$ cat src/rtl/enigma_input_stage.sv
// Enigma front end: filters ASCII letters, maps them through a plugboard, queues
// them and sequences each one into the rotor stage (step, data-valid, wait-done).
module enigma_input_stage #(
    parameter int unsigned FIFO_DEPTH = 4,
    parameter int unsigned TIMEOUT    = 255
) (
    input  logic        clk,
    input  logic        reset,
    input  logic        cfg_we,
    input  logic [4:0]  cfg_a,
    input  logic [4:0]  cfg_b,
    input  logic        cfg_clr,
    input  logic        char_valid,
    input  logic [7:0]  char_in,
    output logic        char_ready,
    output logic        rot_en,
    output logic        rot_valid,
    output logic [7:0]  rot_din,
    input  logic        rot_done,
    output logic        busy,
    output logic [15:0] drop_cnt,
    output logic        err_cfg,
    output logic        err_timeout
);
    localparam int unsigned AW = $clog2(FIFO_DEPTH);
    localparam int unsigned TW = $clog2(TIMEOUT + 1);

    typedef enum logic [1:0] {S_IDLE, S_STEP, S_ISSUE, S_WAIT} state_t;

    state_t        state_q;
    logic [4:0]    table_q [32];
    logic [4:0]    mem_q [FIFO_DEPTH];
    logic [AW-1:0] wr_ptr_q, rd_ptr_q;
    logic [AW:0]   count_q, count_d;
    logic [15:0]   drop_cnt_q, drop_cnt_d;
    logic [TW-1:0] tmo_q;
    logic          err_cfg_q, err_timeout_q;
    logic          rot_en_q, rot_valid_q;
    logic [7:0]    rot_din_q;

    logic          is_upper, is_lower, is_letter;
    logic [4:0]    idx;
    logic          push, drop, pop, full, busy_int;
    logic          cfg_legal, cfg_apply;

    always_comb begin
        is_upper  = (char_in >= 8'h41) && (char_in <= 8'h5A);
        is_lower  = (char_in >= 8'h61) && (char_in <= 8'h7A);
        is_letter = is_upper || is_lower;
        idx       = '0;
        if (is_upper) begin
            idx = 5'(char_in - 8'h41);
        end else if (is_lower) begin
            idx = 5'(char_in - 8'h61);
        end
    end

    assign full       = (count_q == (AW+1)'(FIFO_DEPTH));
    assign char_ready = !full;
    assign push       = char_valid && char_ready && is_letter;
    assign drop       = char_valid && char_ready && !is_letter;
    assign pop        = (state_q == S_ISSUE);
    assign busy_int   = (state_q != S_IDLE) || (count_q != '0);

    always_comb begin
        count_d    = count_q + (AW+1)'(push) - (AW+1)'(pop);
        drop_cnt_d = drop_cnt_q;
        if (drop && (drop_cnt_q != '1)) begin
            drop_cnt_d = drop_cnt_q + 16'd1;
        end
    end

    // A pair may only be formed from two distinct letters that are both still self-mapped.
    assign cfg_legal = (cfg_a <= 5'd25) && (cfg_b <= 5'd25) && (cfg_a != cfg_b) &&
                       (table_q[cfg_a] == cfg_a) && (table_q[cfg_b] == cfg_b);
    assign cfg_apply = cfg_we && !busy_int && !cfg_clr;

    always_ff @(posedge clk) begin
        if (reset || cfg_clr) begin
            for (int unsigned i = 0; i < 32; i++) begin
                table_q[i] <= 5'(i);
            end
            err_cfg_q <= 1'b0;
        end else if (cfg_apply) begin
            if (cfg_legal) begin
                table_q[cfg_a] <= cfg_b;
                table_q[cfg_b] <= cfg_a;
            end else begin
                err_cfg_q <= 1'b1;
            end
        end
    end

    always_ff @(posedge clk) begin
        if (push) begin
            mem_q[wr_ptr_q] <= table_q[idx];
        end
    end

    always_ff @(posedge clk) begin
        if (reset) begin
            wr_ptr_q   <= '0;
            rd_ptr_q   <= '0;
            count_q    <= '0;
            drop_cnt_q <= '0;
        end else begin
            if (push) begin
                wr_ptr_q <= wr_ptr_q + AW'(1);
            end
            if (pop) begin
                rd_ptr_q <= rd_ptr_q + AW'(1);
            end
            count_q    <= count_d;
            drop_cnt_q <= drop_cnt_d;
        end
    end

    // Outputs are loaded on the edge entering the state that asserts them.
    always_ff @(posedge clk) begin
        if (reset) begin
            state_q       <= S_IDLE;
            rot_en_q      <= 1'b0;
            rot_valid_q   <= 1'b0;
            rot_din_q     <= '0;
            tmo_q         <= '0;
            err_timeout_q <= 1'b0;
        end else begin
            rot_en_q    <= 1'b0;
            rot_valid_q <= 1'b0;
            case (state_q)
                S_IDLE: begin
                    if (count_q != '0) begin
                        state_q  <= S_STEP;
                        rot_en_q <= 1'b1;
                    end
                end
                S_STEP: begin
                    state_q     <= S_ISSUE;
                    rot_valid_q <= 1'b1;
                    rot_din_q   <= {3'b000, mem_q[rd_ptr_q]};
                end
                S_ISSUE: begin
                    state_q <= S_WAIT;
                    tmo_q   <= '0;
                end
                S_WAIT: begin
                    if (rot_done) begin
                        state_q <= S_IDLE;
                    end else if (tmo_q == TW'(TIMEOUT - 1)) begin
                        err_timeout_q <= 1'b1;
                        state_q       <= S_IDLE;
                    end else begin
                        tmo_q <= tmo_q + TW'(1);
                    end
                end
                default: state_q <= S_IDLE;
            endcase
        end
    end

    assign rot_en      = rot_en_q;
    assign rot_valid   = rot_valid_q;
    assign rot_din     = rot_din_q;
    assign busy        = busy_int;
    assign drop_cnt    = drop_cnt_q;
    assign err_cfg     = err_cfg_q;
    assign err_timeout = err_timeout_q;
endmodule
$ cat config.mk
export PLATFORM = sky130hd
export DESIGN_NAME = enigma_input_stage
export DESIGN_NICKNAME = d
export VERILOG_FILES = /design/src/rtl/enigma_input_stage.sv
export SDC_FILE = /design/constraint.sdc
export NUM_CORES = 1
export LEC_CHECK = 0
export CAP_MARGIN = 30
export CORE_MARGIN = 1.5
export CORE_UTILIZATION = 30
export CTS_CLUSTER_DIAMETER = 50
export CTS_CLUSTER_SIZE = 16
export DETAILED_ROUTE_END_ITERATION = 6
export SYNTH_ARGS = -nofsm -noshare
export SYNTH_HDL_FRONTEND = slang
export SYNTH_SLANG_ARGS = --single-unit
$ cat constraint.sdc
create_clock -name clk -period 15 [get_ports clk]
set_input_delay 3.75 -clock clk [delete_from_list [all_inputs] [get_ports clk]]
set_output_delay 3.75 -clock clk [all_outputs]
set_load 0.02 [all_outputs]
==> flow_summary.ini, run 1 <==
[critical_path]
crit_chain = clkdlybuf4s50_1 -> buf_4 -> clkinv_1 -> ha_1 -> nor2b_1 -> o31ai_1 -> and2_1 -> nand2b_1 -> nor3_1 -> buf_4 -> a32oi_1 -> o21ai_0 -> a2111oi_0 -> buf_1
worst_ep_required_time_ns = 15.40
r2r-end = table_q[25][3]$_DFFE_PP_
critPathLaunchType = primary input
cpPeakStageDelay_ns = 0.94
crit_type = primary input to flip-flop
cp_slowest_cell = clkinv_1
cp.arrival_ns = 9.59
crit_end = mem_q[1][2]$_DFFE_PP_
crit_path_start = char_in[0]
crit_path_frequent_cell = buf_4
r2r_cells = 10
reg2reg_from = table_q[0][4]$_DFFE_PP_
worstSetupEndpointType = flip-flop
r2r_slack_ns = 10.45
worstPathMaxFanout = 39

[global_routing]
grt_max_degree = 81
grt_pass1_vias = 12500
grt_usage_pct = 24.6
grt_pass1_wl_mm = 91.1
overflow = 0
antenna_found_initial = 2

[floorplanning]
die_y_um = 227
io_pins = 54
die_area_um2 = 51700
std_cell_rows = 82
die_x_um = 227
core_area_um2 = 49900
initial_utilization_pct = 30.3

[synthesis]
synthTopCellsByArea = edfxtp_1, mux4_2, dfxtp_1
synth_cells = 1450
synth.top_cell.area_share_pct = 35.8
synthFlopType = edfxtp_1
synth_cell_type_count = 75
synth_seq_area_share_pct = 41.4
synth_area_um2 = 15100
synth_area_per_cell_um2 = 10.4
ys_ff_latch = 222
yosysTopAreaCell = edfxtp_1
yosysMostFrequentCell = edfxtp_1
synth_commonest_cells = edfxtp_1, nor2_1, nand2_1, clkbuf_1, a22oi_1
ys_warn_count = 0
synthArstFlopShare_pct = 0
synth_edf_count = 180

[sta]
fin_setup_tns_ns = 0
maxSlewHeadroom_pct = 24.0
slew_violations = 0
post-route-period-util_pct = 61.2
fin_skew_ns = 0.0283
fin_crit_ns = 9.18
hold_viol_final = 0
setup-violations-final = 0
rsz0062_at_grt = false
max_freq_mhz = 109
worst_slew_pin_slew_ns = 1.13

[route]
wl_mm = 64.1
routedWlPerCell_um = 29.6
dr.pass1.iters = 6
ant_nets = 0
dr.first_iter.drc_count = 1995
viasPerCell = 6.17
vias = 13400
drc_errors = 0

[clock_tree]
clock_path_buffers = 3
cts_inserted_buffers = 29
htree_levels = 1
ctsHoldBuffers = 0
clk_pin_slew_ns = 0.07
cts_tree = done
post_cts_resize_count = 0
clockRootBuffer = clkbuf_16
cts.sinks = 222
post_cts_buffers = 0
clock_latency_ns = 0.59

[final_layout]
fin_nets = 1518
drive_above_1_share_pct = 15.7
final_cells = 2170
fin_area_um2 = 17300
areaGrowthSynthToFinish_pct = 14.6

[pwr]
p_per_area_nw_per_um2 = 103
ir_drop_uv = 75.4
leakagePower_nw = 5.71

[status]
status = completed

[placed_design]
dp.cells = 2115
place_area_um2 = 16300
port_buffers = 50
hpwl_mm = 46.3
place_congestion = 1.04

[run]
maxCapViolations = 0

[worst_hold_path]
hp-class = flip-flop to flip-flop
[flip-flops by register name (all words and copies together) (netlist names)]
| name | flops |
|---|---|
| table_q | 160 |
| mem_q | 20 |
| drop_cnt | 16 |
| tmo_q | 8 |
| rot_din | 5 |
| count_q | 3 |
| rd_ptr_q | 2 |
| state_q | 2 |
| wr_ptr_q | 2 |
| err_cfg | 1 |
| err_timeout | 1 |
| rot_en | 1 |
| rot_valid | 1 |
[through the flow]
step                util (%)  setup slack [ns]  total power, mW  hold slack [ns]
finish                  34.7              5.82             1.78            0.484
global route            34.7              5.50             1.83            0.521
CTS                     34.6              5.60             1.78            0.490
detailed placement      32.7              5.01             1.06            0.467
global placement        32.5              5.00             1.05            0.455
floorplan                  -              7.70            0.933            0.459
[worst min-delay path by stage]
stage                             startpoint                  endpoint  slack, ns  depth (start not counted)
floorplan              tmo_q[7]$_SDFFE_PP0P_     tmo_q[7]$_SDFFE_PP0P_       0.46                          2
global placement    err_timeout$_SDFFE_PP0P_  err_timeout$_SDFFE_PP0P_       0.46                          2
finish              err_timeout$_SDFFE_PP0P_  err_timeout$_SDFFE_PP0P_       0.48                          2
global route         state_q[1]$_SDFFE_PP0P_   state_q[1]$_SDFFE_PP0P_       0.52                          2
detailed placement  err_timeout$_SDFFE_PP0P_  err_timeout$_SDFFE_PP0P_       0.47                          2
CTS                 err_timeout$_SDFFE_PP0P_  err_timeout$_SDFFE_PP0P_       0.49                          2
[routing by layer]
metal / track usage [%] / routed length (um) / vias up
met3: 6.20 / 8100 / 175
met2: 36.9 / 27800 / 1011
met4: 10.8 / 3080 / 0
met5: 0 / 0 / -
met1: 33.4 / 25200 / 6609
li1: - / - / 5591
[logic make-up after synthesis]
family,synth area share [%]
xor gates and xnor gates,1.97
adders and majority gates,1.54
AOI/OAI and AO/OA,17.1
muxes,14.3
buffers and inverters,5.35
DFF,41.4
other,0.0498
and+or+nand+nor,18.3
[critical path: cells and delay by family]
| family | cells | cell delay (ns) |
|---|---|---|
| buffers and inverters | 5 | 2.29 |
| AO/OA/AOI/OAI | 4 | 1.60 |
| AND/OR/NAND/NOR | 4 | 1.33 |
| adder cells (fa/ha/maj) | 1 | 0.56 |
[placed cells by master (no fill, tap or decap), types with 11 or more instances in the layout]
master and instances:
edfxtp_1 180, nor2_1 155, nand2_1 117, a22oi_1 78, mux2i_1 74, mux4_2 55, o22ai_1 50, a32oi_1 50
clkdlybuf4s50_1 44, dfxtp_1 42, buf_4 42, nand2b_1 36, nor3_1 34, conb_1 33, nand3_1 32, clkbuf_16 30
inv_1 29, nand2b_4 28, o21ai_0 26, xor2_1 20, ha_1 17, nor2b_1 16, mux2_2 16, or3_1 16
o21ai_1 15, a31oi_1 15, and2_1 14, xnor2_1 14, o32ai_1 14, a21oi_1 11
[final cells by class]
class / count / area, um2
clock inverter: 19 / 231
clock buffer: 33 / 762
antenna: 1 / 2.50
inverter: 33 / 124
timing repair buffer: 99 / 866
multi-input combinational: 1091 / 8230
tap: 672 / 841
fill: 5040 / 32600
sequential: 222 / 6250
[where the power goes]
part	switching [mW]	internal [mW]
sequential	0.0381	0.698
clock	0.310	0.412
combinational	0.202	0.119
No activity file was read; power rests on OpenSTA's default activity.
==> run 2: changes to the inputs <==
==> constraint.sdc (replaced) <==
create_clock -name clk -period 7.44 [get_ports clk]
set_input_delay 1.86 -clock clk [delete_from_list [all_inputs] [get_ports clk]]
set_output_delay 1.86 -clock clk [all_outputs]
set_load 0.02 [all_outputs]
==> run 2 against run 1 <==
  * Hold slack improved by 0.010 ns
  * Via count rose by 2.2%
  * Cell area rose by 0.53%
  * Wire length fell by 2.1%
  * Critical path depth fell by 3
  * Sequential power rose by 100%
  * Sequential cell count did not move
  * Cell count rose by 0.69%
  * Clock power rose by 84%
  * Global-route usage fell by 0.57 points
  * First-iteration DRC count rose by 18%
==> flow_summary.ini, run 2 (synthesis gave the netlist of run 1 again) <==
[final_layout]
regMostFlops = table_q
final_core_util_pct = 34.9
drive_above_1_share_pct = 16.5
fillerInstances = 5061
areaGrowthSynthToFinish_pct = 15.2
final_cells = 2185
most-common-layout-cells = edfxtp_1, nor2_1, nand2_1
fin_nets = 1533
largest_reg_flops = 160
antenna-diode-count = 0
final_common_cell = edfxtp_1

[placed_design]
port_buffers = 50
place_congestion = 1.12
hpwl_mm = 45.9
pre_cts_ws_ns = 0.879
dp.cells = 2128

[clock_tree]
clk_pin_slew_ns = 0.06
cts_tree = done
post_cts_resize_count = 0
clockRootBuffer = clkbuf_16
cts.sinks = 222
cts_inserted_buffers = 28
ctsHoldBuffers = 0
clock_latency_ns = 0.58
clock_path_buffers = 3
htree_levels = 1
post_cts_buffers = 0

[critical_path]
r2r_cells = 9
cpPeakStageDelay_ns = 0.93
worstSetupEndpointType = flip-flop
critPathLaunchType = primary input
crit_path_frequent_cell = buf_4
r2r-end = table_q[6][2]$_DFFE_PP_
cp.arrival_ns = 6.27
crit_end = table_q[6][2]$_DFFE_PP_
worstPathMaxFanout = 15
crit_chain = clkdlybuf4s50_1 -> inv_1 -> nor3_1 -> buf_4 -> a221o_1 -> a311oi_2 -> xor2_1 -> o2111a_1 -> nand3_1 -> buf_4 -> o21ai_0
crit_type = primary input to flip-flop
cp_slowest_cell = clkdlybuf4s50_1
worst_ep_required_time_ns = 7.60
crit_path_start = cfg_a[4]
reg2reg_from = table_q[3][4]$_DFFE_PP_
r2r_slack_ns = 3.13

[worst_hold_path]
hp-class = flip-flop to flip-flop
worstHoldStart = state_q[1]$_SDFFE_PP0P_

[global_routing]
grt_pass1_wl_mm = 90.1
grt_pass1_vias = 12700
antenna_found_initial = 1
grt_usage_pct = 24.0
grt_max_degree = 59
overflow = 0

[pwr]
p_per_area_nw_per_um2 = 199
leakagePower_nw = 5.77
ir_drop_uv = 160

[route]
viasPerCell = 6.26
wl_mm = 62.8
drc_errors = 0
dr.first_iter.drc_count = 2355
ant_nets = 0
vias = 13700
routedWlPerCell_um = 28.7
dr.pass1.iters = 7

[sta]
fin_crit_ns = 6.10
post-route-period-util_pct = 82.1
rsz0062_at_grt = false
fin_setup_tns_ns = 0
max_freq_mhz = 164
maxSlewHeadroom_pct = 24.7
setup_ws_ns = 1.34
setup-violations-final = 0
fin_skew_ns = 0.0530
hold_viol_final = 0
slew_violations = 0
worst_slew_pin_slew_ns = 1.12

[run]
maxCapViolations = 0

[floorplanning]
std_cell_rows = 82
die_area_um2 = 51700
die_x_um = 227
die_y_um = 227
io_pins = 54
core_area_um2 = 49900
initial_utilization_pct = 30.3

[status]
status = completed
run 2: critical path: cells and delay by family:
family	cells	cell delay, ns
AOI/OAI and AO/OA	4	1.70
and+or+nand+nor	2	0.34
xor gates and xnor gates	1	0.17
buffers and inverters	4	2.16
run 2: cell type report:
type | instances | area [um2] | area share [%]
sequential | 222 | 6250 | 35.9
timing repair buffer | 115 | 1040 | 5.97
inverter | 33 | 124 | 0.712
clock buffer | 34 | 744 | 4.28
clock inverter | 18 | 170 | 0.979
multi-input combinational | 1091 | 8230 | 47.3
tap | 672 | 841 | 4.84
run 2: report_power, final:
part	total [mW]	internal [mW]	switching, mW
Combinational	0.656	0.246	0.410
Clock	1.33	0.738	0.590
Sequential	1.48	1.41	0.0716
run 2: how the worst min path moves through the flow:
stage                               to  slack [ns]  cells after the start
2_1_floorplan    tmo_q[7]$_SDFFE_PP0P_        0.46                      2
3_3_place_gp     tmo_q[7]$_SDFFE_PP0P_        0.47                      2
3_5_place_dp   rot_din[3]$_SDFFE_PP0P_        0.48                      2
4_1_cts          tmo_q[7]$_SDFFE_PP0P_        0.50                      2
5_1_grt        state_q[1]$_SDFFE_PP0P_        0.51                      2
6_report       state_q[1]$_SDFFE_PP0P_        0.49                      2
run 2: layer usage:
| layer | up-vias | share of wire (%) | wire, um | GRT usage [%] |
|---|---|---|---|---|
| li1 | 5633 | - | - | - |
| met1 | 6802 | 39 | 24400 | 32.5 |
| met2 | 1021 | 43 | 27100 | 36.0 |
| met3 | 225 | 12 | 7550 | 5.41 |
| met4 | 0 | 6.0 | 3740 | 12.0 |
| met5 | - | 0 | 0 | 0 |
run 2: per-stage QoR:
step | cell area, um2 | hold slack, ns | power, mW
CTS | 17300 | 0.495 | 3.46
finish | 17400 | 0.495 | 3.46
detailed placement | 16400 | 0.485 | 2.13
floorplan | 15200 | 0.459 | 1.88
global route | 17400 | 0.513 | 3.57
global placement | 16400 | 0.470 | 2.12
